===== config.mk =====
export PLATFORM = sky130hd
export DESIGN_NAME = branch_outcome_predictor
export DESIGN_NICKNAME = d
export VERILOG_FILES = /design/src/rtl/branch_outcome_predictor.sv
export SDC_FILE = /design/constraint.sdc
export NUM_CORES = 1
export LEC_CHECK = 0
export ABC_AREA = 1
export ABC_CLOCK_PERIOD_IN_PS = 1900
export BUFFER_PORTS_ARGS = -buffer_cell sky130_fd_sc_hd__buf_2
export CAP_MARGIN = 15
export CORE_ASPECT_RATIO = 0.5
export CORE_MARGIN = 3
export CORE_UTILIZATION = 50
export DETAILED_ROUTE_END_ITERATION = 8
export MAX_ROUTING_LAYER = met4
export PLACE_DENSITY = 0.78
export SLEW_MARGIN = 40
export SYNTH_ARGS = -nofsm -noshare
export SYNTH_HDL_FRONTEND = slang
export SYNTH_SLANG_ARGS = --single-unit

===== constraint.sdc =====
create_clock -name clk -period 1.9 [get_ports clk]
set_input_delay 0.57 -clock clk [delete_from_list [all_inputs] [get_ports clk]]
set_output_delay 0.57 -clock clk [all_outputs]
set_load 0.05 [all_outputs]

===== src/rtl/branch_outcome_predictor.sv =====
// Branch resolve and predict unit: picks the actual outcome from the comparator flags,
// trains a direct-mapped table of 2-bit counters, and raises a registered redirect on mispredict.
module branch_outcome_predictor #(
    parameter int BHT_ENTRIES = 16
) (
    input  logic        clk,
    input  logic        rst_n,
    input  logic [31:0] fetch_pc,
    output logic        pred_taken,
    input  logic        resolve_valid,
    input  logic [31:0] resolve_pc,
    input  logic [2:0]  funct3,
    input  logic        beq,
    input  logic        bne,
    input  logic        blt,
    input  logic        bge,
    input  logic        bltu,
    input  logic        bgeu,
    input  logic        pred_in,
    input  logic [31:0] target_pc,
    output logic        redirect,
    output logic [31:0] redirect_pc,
    output logic        illegal_br,
    output logic [31:0] branch_count,
    output logic [31:0] mispredict_count
);

    localparam int IDX_W = $clog2(BHT_ENTRIES);

    localparam logic [1:0] CNT_RESET = 2'b01;

    // resolve_valid is a single-cycle qualifier with no back-pressure: every resolve input is
    // sampled at the rising edge only when resolve_valid=1 and is don't-care otherwise.

    logic [1:0]       r_bht [BHT_ENTRIES];
    logic             r_redirect;
    logic [31:0]      r_redirect_pc;
    logic             r_illegal_br;
    logic [31:0]      r_branch_count;
    logic [31:0]      r_mispredict_count;

    logic [IDX_W-1:0] w_fetch_idx;
    logic [IDX_W-1:0] w_resolve_idx;
    logic             w_taken;
    logic             w_legal;
    logic             w_mispredict;
    logic [1:0]       w_cnt_cur;
    logic [1:0]       w_cnt_next;
    logic             w_unused;

    assign w_fetch_idx   = fetch_pc[IDX_W+1:2];
    assign w_resolve_idx = resolve_pc[IDX_W+1:2];

    // Ignored PC bits are collected so unused-signal lint stays quiet.
    assign w_unused = &{fetch_pc[31:IDX_W+2], fetch_pc[1:0],
                        resolve_pc[1:0]};

    assign pred_taken = r_bht[w_fetch_idx][1];

    always_comb begin
        w_taken = 1'b0;
        w_legal = 1'b1;
        case (funct3)
            3'b000:  w_taken = beq;
            3'b001:  w_taken = bne;
            3'b100:  w_taken = blt;
            3'b101:  w_taken = bge;
            3'b110:  w_taken = bltu;
            3'b111:  w_taken = bgeu;
            default: w_legal = 1'b0;
        endcase
    end

    assign w_mispredict = w_taken ^ pred_in;
    assign w_cnt_cur    = r_bht[w_resolve_idx];

    always_comb begin
        w_cnt_next = w_cnt_cur;
        if (w_taken) begin
            if (w_cnt_cur != 2'b11) begin
                w_cnt_next = w_cnt_cur + 2'b01;
            end
        end else begin
            if (w_cnt_cur != 2'b00) begin
                w_cnt_next = w_cnt_cur - 2'b01;
            end
        end
    end

    always_ff @(posedge clk or negedge rst_n) begin
        if (!rst_n) begin
            for (int i = 0; i < BHT_ENTRIES; i++) begin
                r_bht[i] <= CNT_RESET;
            end
        end else if (resolve_valid && w_legal) begin
            r_bht[w_resolve_idx] <= w_cnt_next;
        end
    end

    always_ff @(posedge clk or negedge rst_n) begin
        if (!rst_n) begin
            r_redirect         <= 1'b0;
            r_redirect_pc      <= 32'h0;
            r_illegal_br       <= 1'b0;
            r_branch_count     <= 32'h0;
            r_mispredict_count <= 32'h0;
        end else if (resolve_valid && w_legal) begin
            r_redirect   <= w_mispredict;
            r_illegal_br <= 1'b0;
            if (r_branch_count != 32'hFFFF_FFFF) begin
                r_branch_count <= r_branch_count + 32'd1;
            end
            if (w_mispredict) begin
                r_redirect_pc <= w_taken ? target_pc : (resolve_pc + 32'd4);
                if (r_mispredict_count != 32'hFFFF_FFFF) begin
                    r_mispredict_count <= r_mispredict_count + 32'd1;
                end
            end
        end else if (resolve_valid) begin
            r_redirect   <= 1'b0;
            r_illegal_br <= 1'b1;
        end else begin
            r_redirect   <= 1'b0;
            r_illegal_br <= 1'b0;
        end
    end

    assign redirect         = r_redirect;
    assign redirect_pc      = r_redirect_pc;
    assign illegal_br       = r_illegal_br;
    assign branch_count     = r_branch_count;
    assign mispredict_count = r_mispredict_count;

endmodule


==> metrics.txt, run 1 <==
number of global-route vias before repair 8614; minimum clock period 2140 ps; clk slew on worst S/H paths 70 ps; gpl congestion 0.977; Num CTS Buffers 17; final worst-path cycle share 112%; initial antenna violation count 0; Wirelength per Cell 15.1 microns; Worst Hold Class in -> async; top cell type's share of synthesized area 33.6%; Fmax 0.468 GHz; Routed Antenna Nets 0; Congestion Overflow GR 0; Mapped Cells 1268; Clock Skews 12.7 ps; Synth Net Count 1383; # nets final 1626; n_diodes 0; Tightest Pin Transition 463 ps; 1st-iter DRT viols 778; cell taking the most area after synthesis dfrtp_1; worst setup margin -237 ps; die footprint 18700 sq um; crit path capture type primary output; clock sink total 130; DRC viols 0; critical path type reg -> out; CP required 1330 ps; startpoint types register; PwrDens 975 nW/um^2; clk_lat worst skew 440 ps; Die W 190 microns; final std cells w/o fill 1745; Yosys warnings 0; Cell Chain, Critical Path inv_1 > a21oi_1 > o21ai_0 > nand2_1 > o221ai_2 > nand2_2 > buf_8; clk buf depth 2; Worst Path Buf+Inv 2; Total GRT Usage 29.3%; clock power share 31.4%; WL final 26400 microns; Net Sw Power 4400 uW; CP peak stage delay 380 ps; largest net degree at the start of global routing 48; Worst VDD drop 1.11 mV; Worst path slowest cell dfrtp_1; Slew Limit Fails 0; vias 9038; clock root buffer clkbuf_16; internal power 6180 uW; Synth-to-Final Area Change 27.8%; RSZ-0062 raised after global routing true; number of max-cap violations 0; Core Area 16000 sq um; Fillers 1428; run status finished, violations left; Worst EP arrival 1570 ps; post-synth cell types 37; Final Cell Area 10900 sq um; TritonCTS clock tree built; Placed Area 10200 sq um; Final Hold Viols 0; port buffer count 179; detailed-placement wirelength estimate 20100 microns; Die H 98.1 microns; Layout Utilization 67.8%; router iterations before antenna repair 5; IO Count 208; Top delay family on crit path flip-flops; Cell Area, Synth 8490 sq um; count of final setup violators 1; Initial Util 53.0%; Pwr Total 10600 uW; layout cell share with drive strength beyond 1 23.5%; Vias/cell 5.18; Fin Setup TNS -237 ps; placed cells 1709; Slew HR 69.1%; failing checks negative setup slack; worst-path fanout max 2; floorplan row count 32; Static Leak 0.00563 uW; Seq pwr share 35.4%; average size of a mapped cell 6.69 sq um; hold_buf cts 0; Seq/Total Area, Yosys 38.6%; Gate power share 33.2%; H-tree depth 4; first-pass GRT wire length 43000 microns; Synth Register Bits 130; top post-synthesis cells by area dfrtp_1, nand2_1, nor2_1; Switching Fraction 41.6%
## power by group through the flow
stage / logic (uW) / clock network, uW / registers (uW)
after floorplan: 1170 / 0 / 4940
after global routing: 3780 / 3500 / 3810
after detailed placement: 3450 / 0 / 3780
after global placement: 3370 / 0 / 3760
final: 3510 / 3330 / 3750
after CTS: 3470 / 3360 / 3740
## stage by stage
step                      setup slack [ps]  hold WS, ps
after floorplan                       1.98          274
after global placement                -213          454
after detailed placement              -257          462
after CTS                             -273         89.6
after global routing                  -339          102
final                                 -237         85.1
## cell families (layout without fill, tap and decap cells)
group	Yosys count	in the layout	synth area share, %
and+or+nand+nor	843	843	40.8
buffers and inverters	142	398	7.56
DFF	130	130	38.6
AOI/OAI and AO/OA	75	75	4.79
xor gates and xnor gates	72	72	7.43
adders and majority gates	6	6	0.885
## routing by layer
metal / GRT usage [%] / part of all wire, %
met3: 5.24 / 7.9
met4: 8.06 / 1.8
met1: 40.8 / 45
met2: 44.3 / 45
met5: - / 0
## cells in the final DEF, fill, tap and decap left out, types with 5 or more instances in the layout
cell and instances:
xor2_1 46, nand2_1 525, nand2_2 8, dfstp_2 16
dfrtp_1 107, o21ai_0 47, nor2_1 168, buf_12 11
nand3_1 74, inv_6 6, nor3_2 5, buf_4 68
nor2_2 7, xnor2_1 26, clkinv_4 5, inv_2 7
a21oi_1 6, dfrtp_2 7, o21ai_1 13, nor3_1 28
clkbuf_16 17, inv_1 99, nand3b_1 6, nand4_1 12
buf_2 177
## worst register-to-register path, cell delays in order, from the launching register on
cell and delay, ps:
dfrtp_1 440, nand2_1 140, nor3_1 280, nand2_1 130
nor2_1 300, a21boi_0 150, o21ai_0 170, nand2_1 70
## sequential cells by signal (all words and copies together), names as in the netlist
register,flops
mispredict_count,32
redirect,1
redirect_pc,32
branch_count,32
illegal_br,1
r_bht,32
## repair_timing
action                     in CTS  in global routing
resized for setup              10                 13
setup endpoints to repair      10                 28
setup buffers                   1                  3
pin swaps                       3                  3
## final timing paths
| check | depth (start not counted) | startpoint | slack (ps) | to |
|---|---|---|---|---|
| min in group clk | 2 | funct3[2] | 350 | illegal_br |
| worst min register to register | 2 | r_bht[6] | 470 | r_bht[6] |
| worst min-delay path | 1 | rst_n | 90 | redirect_pc[6] |
| worst max register to register | 7 | branch_count[9] | 100 | branch_count[30] |
| worst max-delay path | 7 | r_bht[13] | -240 | pred_taken |
| max in group asynchronous | 2 | rst_n | 1200 | r_bht[12] |
## cells in the mapped netlist
| master | number |
|---|---|
| nand2_1 | 527 |
| nor2_1 | 170 |
| dfrtp_1 | 114 |
| inv_1 | 102 |
| nand3_1 | 75 |
| o21ai_0 | 51 |
| xor2_1 | 46 |
| nor3_1 | 31 |
| xnor2_1 | 26 |
| dfstp_2 | 16 |
| buf_2 | 13 |
| nand4_1 | 12 |
| o21ai_1 | 9 |
| buf_4 | 8 |
| buf_6 | 8 |
| a21oi_1 | 7 |
| ha_1 | 6 |
| nand2_2 | 6 |
| nand3b_1 | 6 |
| nor2_2 | 6 |
| clkbuf_1 | 5 |
| inv_2 | 5 |
| a21boi_0 | 2 |
| nor3_2 | 2 |
| o221ai_1 | 2 |
| or2_2 | 2 |
| a21oi_2 | 1 |
| a21oi_4 | 1 |
| a31oi_1 | 1 |
| and2_1 | 1 |
| inv_4 | 1 |
| nand3_2 | 1 |
| nand3b_4 | 1 |
| nand4_4 | 1 |
| nor2_4 | 1 |
| nor3_4 | 1 |
| o21bai_1 | 1 |
## area by class of cell
| type | instances | area (sq um) | share of cell area (%) |
|---|---|---|---|
| inverter | 108 | 412 | 3.79 |
| multi-input combinational | 996 | 4650 | 42.9 |
| clock inverter | 14 | 145 | 1.34 |
| tap | 221 | 277 | 2.55 |
| clock buffer | 18 | 439 | 4.05 |
| timing repair buffer | 258 | 1640 | 15.1 |
| sequential | 130 | 3280 | 30.2 |
(Power assumes the default switching activity.)
==> inputs of run 2 (changes only) <==
--- a/config.mk
+++ b/config.mk
@@ -6,15 +6,15 @@
 export NUM_CORES = 1
 export LEC_CHECK = 0
 export ABC_AREA = 1
-export ABC_CLOCK_PERIOD_IN_PS = 1900
+export ABC_CLOCK_PERIOD_IN_PS = 1800
 export BUFFER_PORTS_ARGS = -buffer_cell sky130_fd_sc_hd__buf_2
 export CAP_MARGIN = 15
 export CORE_ASPECT_RATIO = 0.5
 export CORE_MARGIN = 3
-export CORE_UTILIZATION = 50
+export CORE_UTILIZATION = 49
 export DETAILED_ROUTE_END_ITERATION = 8
 export MAX_ROUTING_LAYER = met4
-export PLACE_DENSITY = 0.78
+export PLACE_DENSITY = 0.75
 export SLEW_MARGIN = 40
 export SYNTH_ARGS = -nofsm -noshare
 export SYNTH_HDL_FRONTEND = slang
==> constraint.sdc (replaced) <==
create_clock -name clk -period 1.8 [get_ports clk]
set_input_delay 0.54 -clock clk [delete_from_list [all_inputs] [get_ports clk]]
set_output_delay 0.54 -clock clk [all_outputs]
set_load 0.05 [all_outputs]
==> run 2 against run 1 <==
Against the previous run: the flow still finishes with violations (negative setup slack); combinational power grew 13%; largest cell class unchanged; power grew 7.5%; sequential power grew 7.2%; critical endpoint unchanged; core utilization grew 1.2 points; sequential cell count is the same; setup slack lost 73 ps; non-clock buffer count grew 37; first-iteration DRC count grew 2.6%; clock power grew 2%; critical path type unchanged; clock skew shrank 0.62 ps; hold slack lost 19 ps; via count grew 3.3%.
==> metrics.txt, run 2 (same netlist as run 1, synthesis figures left out) <==
initial antenna violation count 4; worst-path fanout max 3; final hold slack 65.7 ps; clk buf depth 2; Slew Limit Fails 0; Fillers 1463; PwrDens 990 nW/um^2; run status finished, violations left; minimum clock period 2110 ps; H-tree depth 4; Total GRT Usage 29.3%; floorplan row count 33; startpoint types register; detailed-placement wirelength estimate 20500 microns; failing checks negative setup slack; Pwr Total 11400 uW; Slew HR 69.8%; Initial Util 50.9%; Worst path slowest cell dfrtp_1; commonest cells after routing, fill and taps aside nand2_1, buf_2, nor2_1, buf_4, inv_1; Static Leak 0.00588 uW; DRC viols 0; Die H 99.1 microns; # nets final 1663; WL final 27200 microns; hold_buf cts 0; first-pass GRT wire length 43200 microns; final worst-path cycle share 117%; CP peak stage delay 430 ps; Vias/cell 5.21; Routed Antenna Nets 0; Worst Path Buf+Inv 1; Worst EP arrival 1570 ps; Num CTS Buffers 17; IO Count 208; Worst Hold Class in -> async; router iterations before antenna repair 6; Wirelength per Cell 15.2 microns; number of global-route vias before repair 8952; Fin Setup TNS -679 ps; Synth-to-Final Area Change 35.5%; Die W 192 microns; largest net degree at the start of global routing 35; Tightest Pin Transition 453 ps; Worst VDD drop 1.16 mV; Fmax 0.474 GHz; critical path type reg -> out; crit path capture type primary output; die footprint 19000 sq um; Final Cell Area 11500 sq um; clock root buffer clkbuf_16; Top delay family on crit path flip-flops; CP required 1260 ps; commonest non-fill, non-tap cell in the layout nand2_1; Final Hold Viols 0; worst setup margin -310 ps; count of final setup violators 18; number of max-cap violations 0; vias 9334; gpl congestion 0.967; clk_lat worst skew 420 ps; clock sink total 130; 1st-iter DRT viols 798; port buffer count 179; Clock Skews 12.1 ps; TritonCTS clock tree built; clk slew on worst S/H paths 60 ps; Congestion Overflow GR 0; RSZ-0062 raised after global routing true; Placed Area 10400 sq um; Core Area 16700 sq um; Cell Chain, Critical Path o21ai_2 > nand2_1 > o221ai_2 > nand2_4 > buf_8; layout cell share with drive strength beyond 1 30.6%
-- run 2: timing repair --
| item | CTS | global route |
|---|---|---|
| cloned | 0 | 5 |
| pin swaps | 1 | 37 |
| gates resized for setup | 5 | 96 |
| setup endpoints to repair | 7 | 59 |
| setup buffers | 0 | 15 |
-- run 2: power breakdown --
group,total (uW),internal [uW],switching (uW)
Sequential,4020,3540,482
Clock,3410,2000,1410
Combinational,3950,1190,2760
Total,11400,6720,4650
-- run 2: cell type report --
type | count | area (sq um) | area share, %
Clock buffer | 19 | 453 | 3.94
Multi-Input combinational cell | 996 | 4890 | 42.5
Inverter | 108 | 413 | 3.59
Antenna cell | 4 | 10.0 | 0.0871
Sequential cell | 130 | 3330 | 28.9
Clock inverter | 13 | 126 | 1.10
Tap cell | 227 | 284 | 2.47
Timing Repair Buffer | 295 | 2000 | 17.4
-- run 2: through the flow --
step / worst slack, ps / cells / util, %
after floorplan: 0.0909 / 1268 / -
after global placement: -258 / 1736 / 62.3
after detailed placement: -293 / 1736 / 62.3
after CTS: -356 / 1768 / 65.8
after global routing: -417 / 1792 / 68.9
final: -310 / 1792 / 68.9
-- run 2: worst register-to-register path, delay by kind of cell, from the launching register on --
kind	cells	cell delay, ps
AND/OR/NAND/NOR	6	790
adder cells (fa/ha/maj)	1	180
flip-flops	1	430
AO/OA/AOI/OAI	1	60
buffers and inverters	2	330
-- run 2: path summary, 6_finish.rpt --
kind	from	slack (ps)	depth (start not counted)	end
setup reg to reg	mispredict_count[1]	-50	10	mispredict_count[16]
max in group asynchronous	rst_n	1120	2	r_bht[6]
min in group clk	funct3[2]	340	2	illegal_br
hold reg to reg	r_bht[2]	470	2	r_bht[2]
setup / recovery	r_bht[23]	-310	5	pred_taken
hold / removal	rst_n	70	1	mispredict_count[11]
-- run 2: layer usage --
layer	global-route usage, %	wire [microns]
met1	39.2	12000
met3	4.66	1790
met5	-	0
met4	9.51	617
met2	45.7	12800
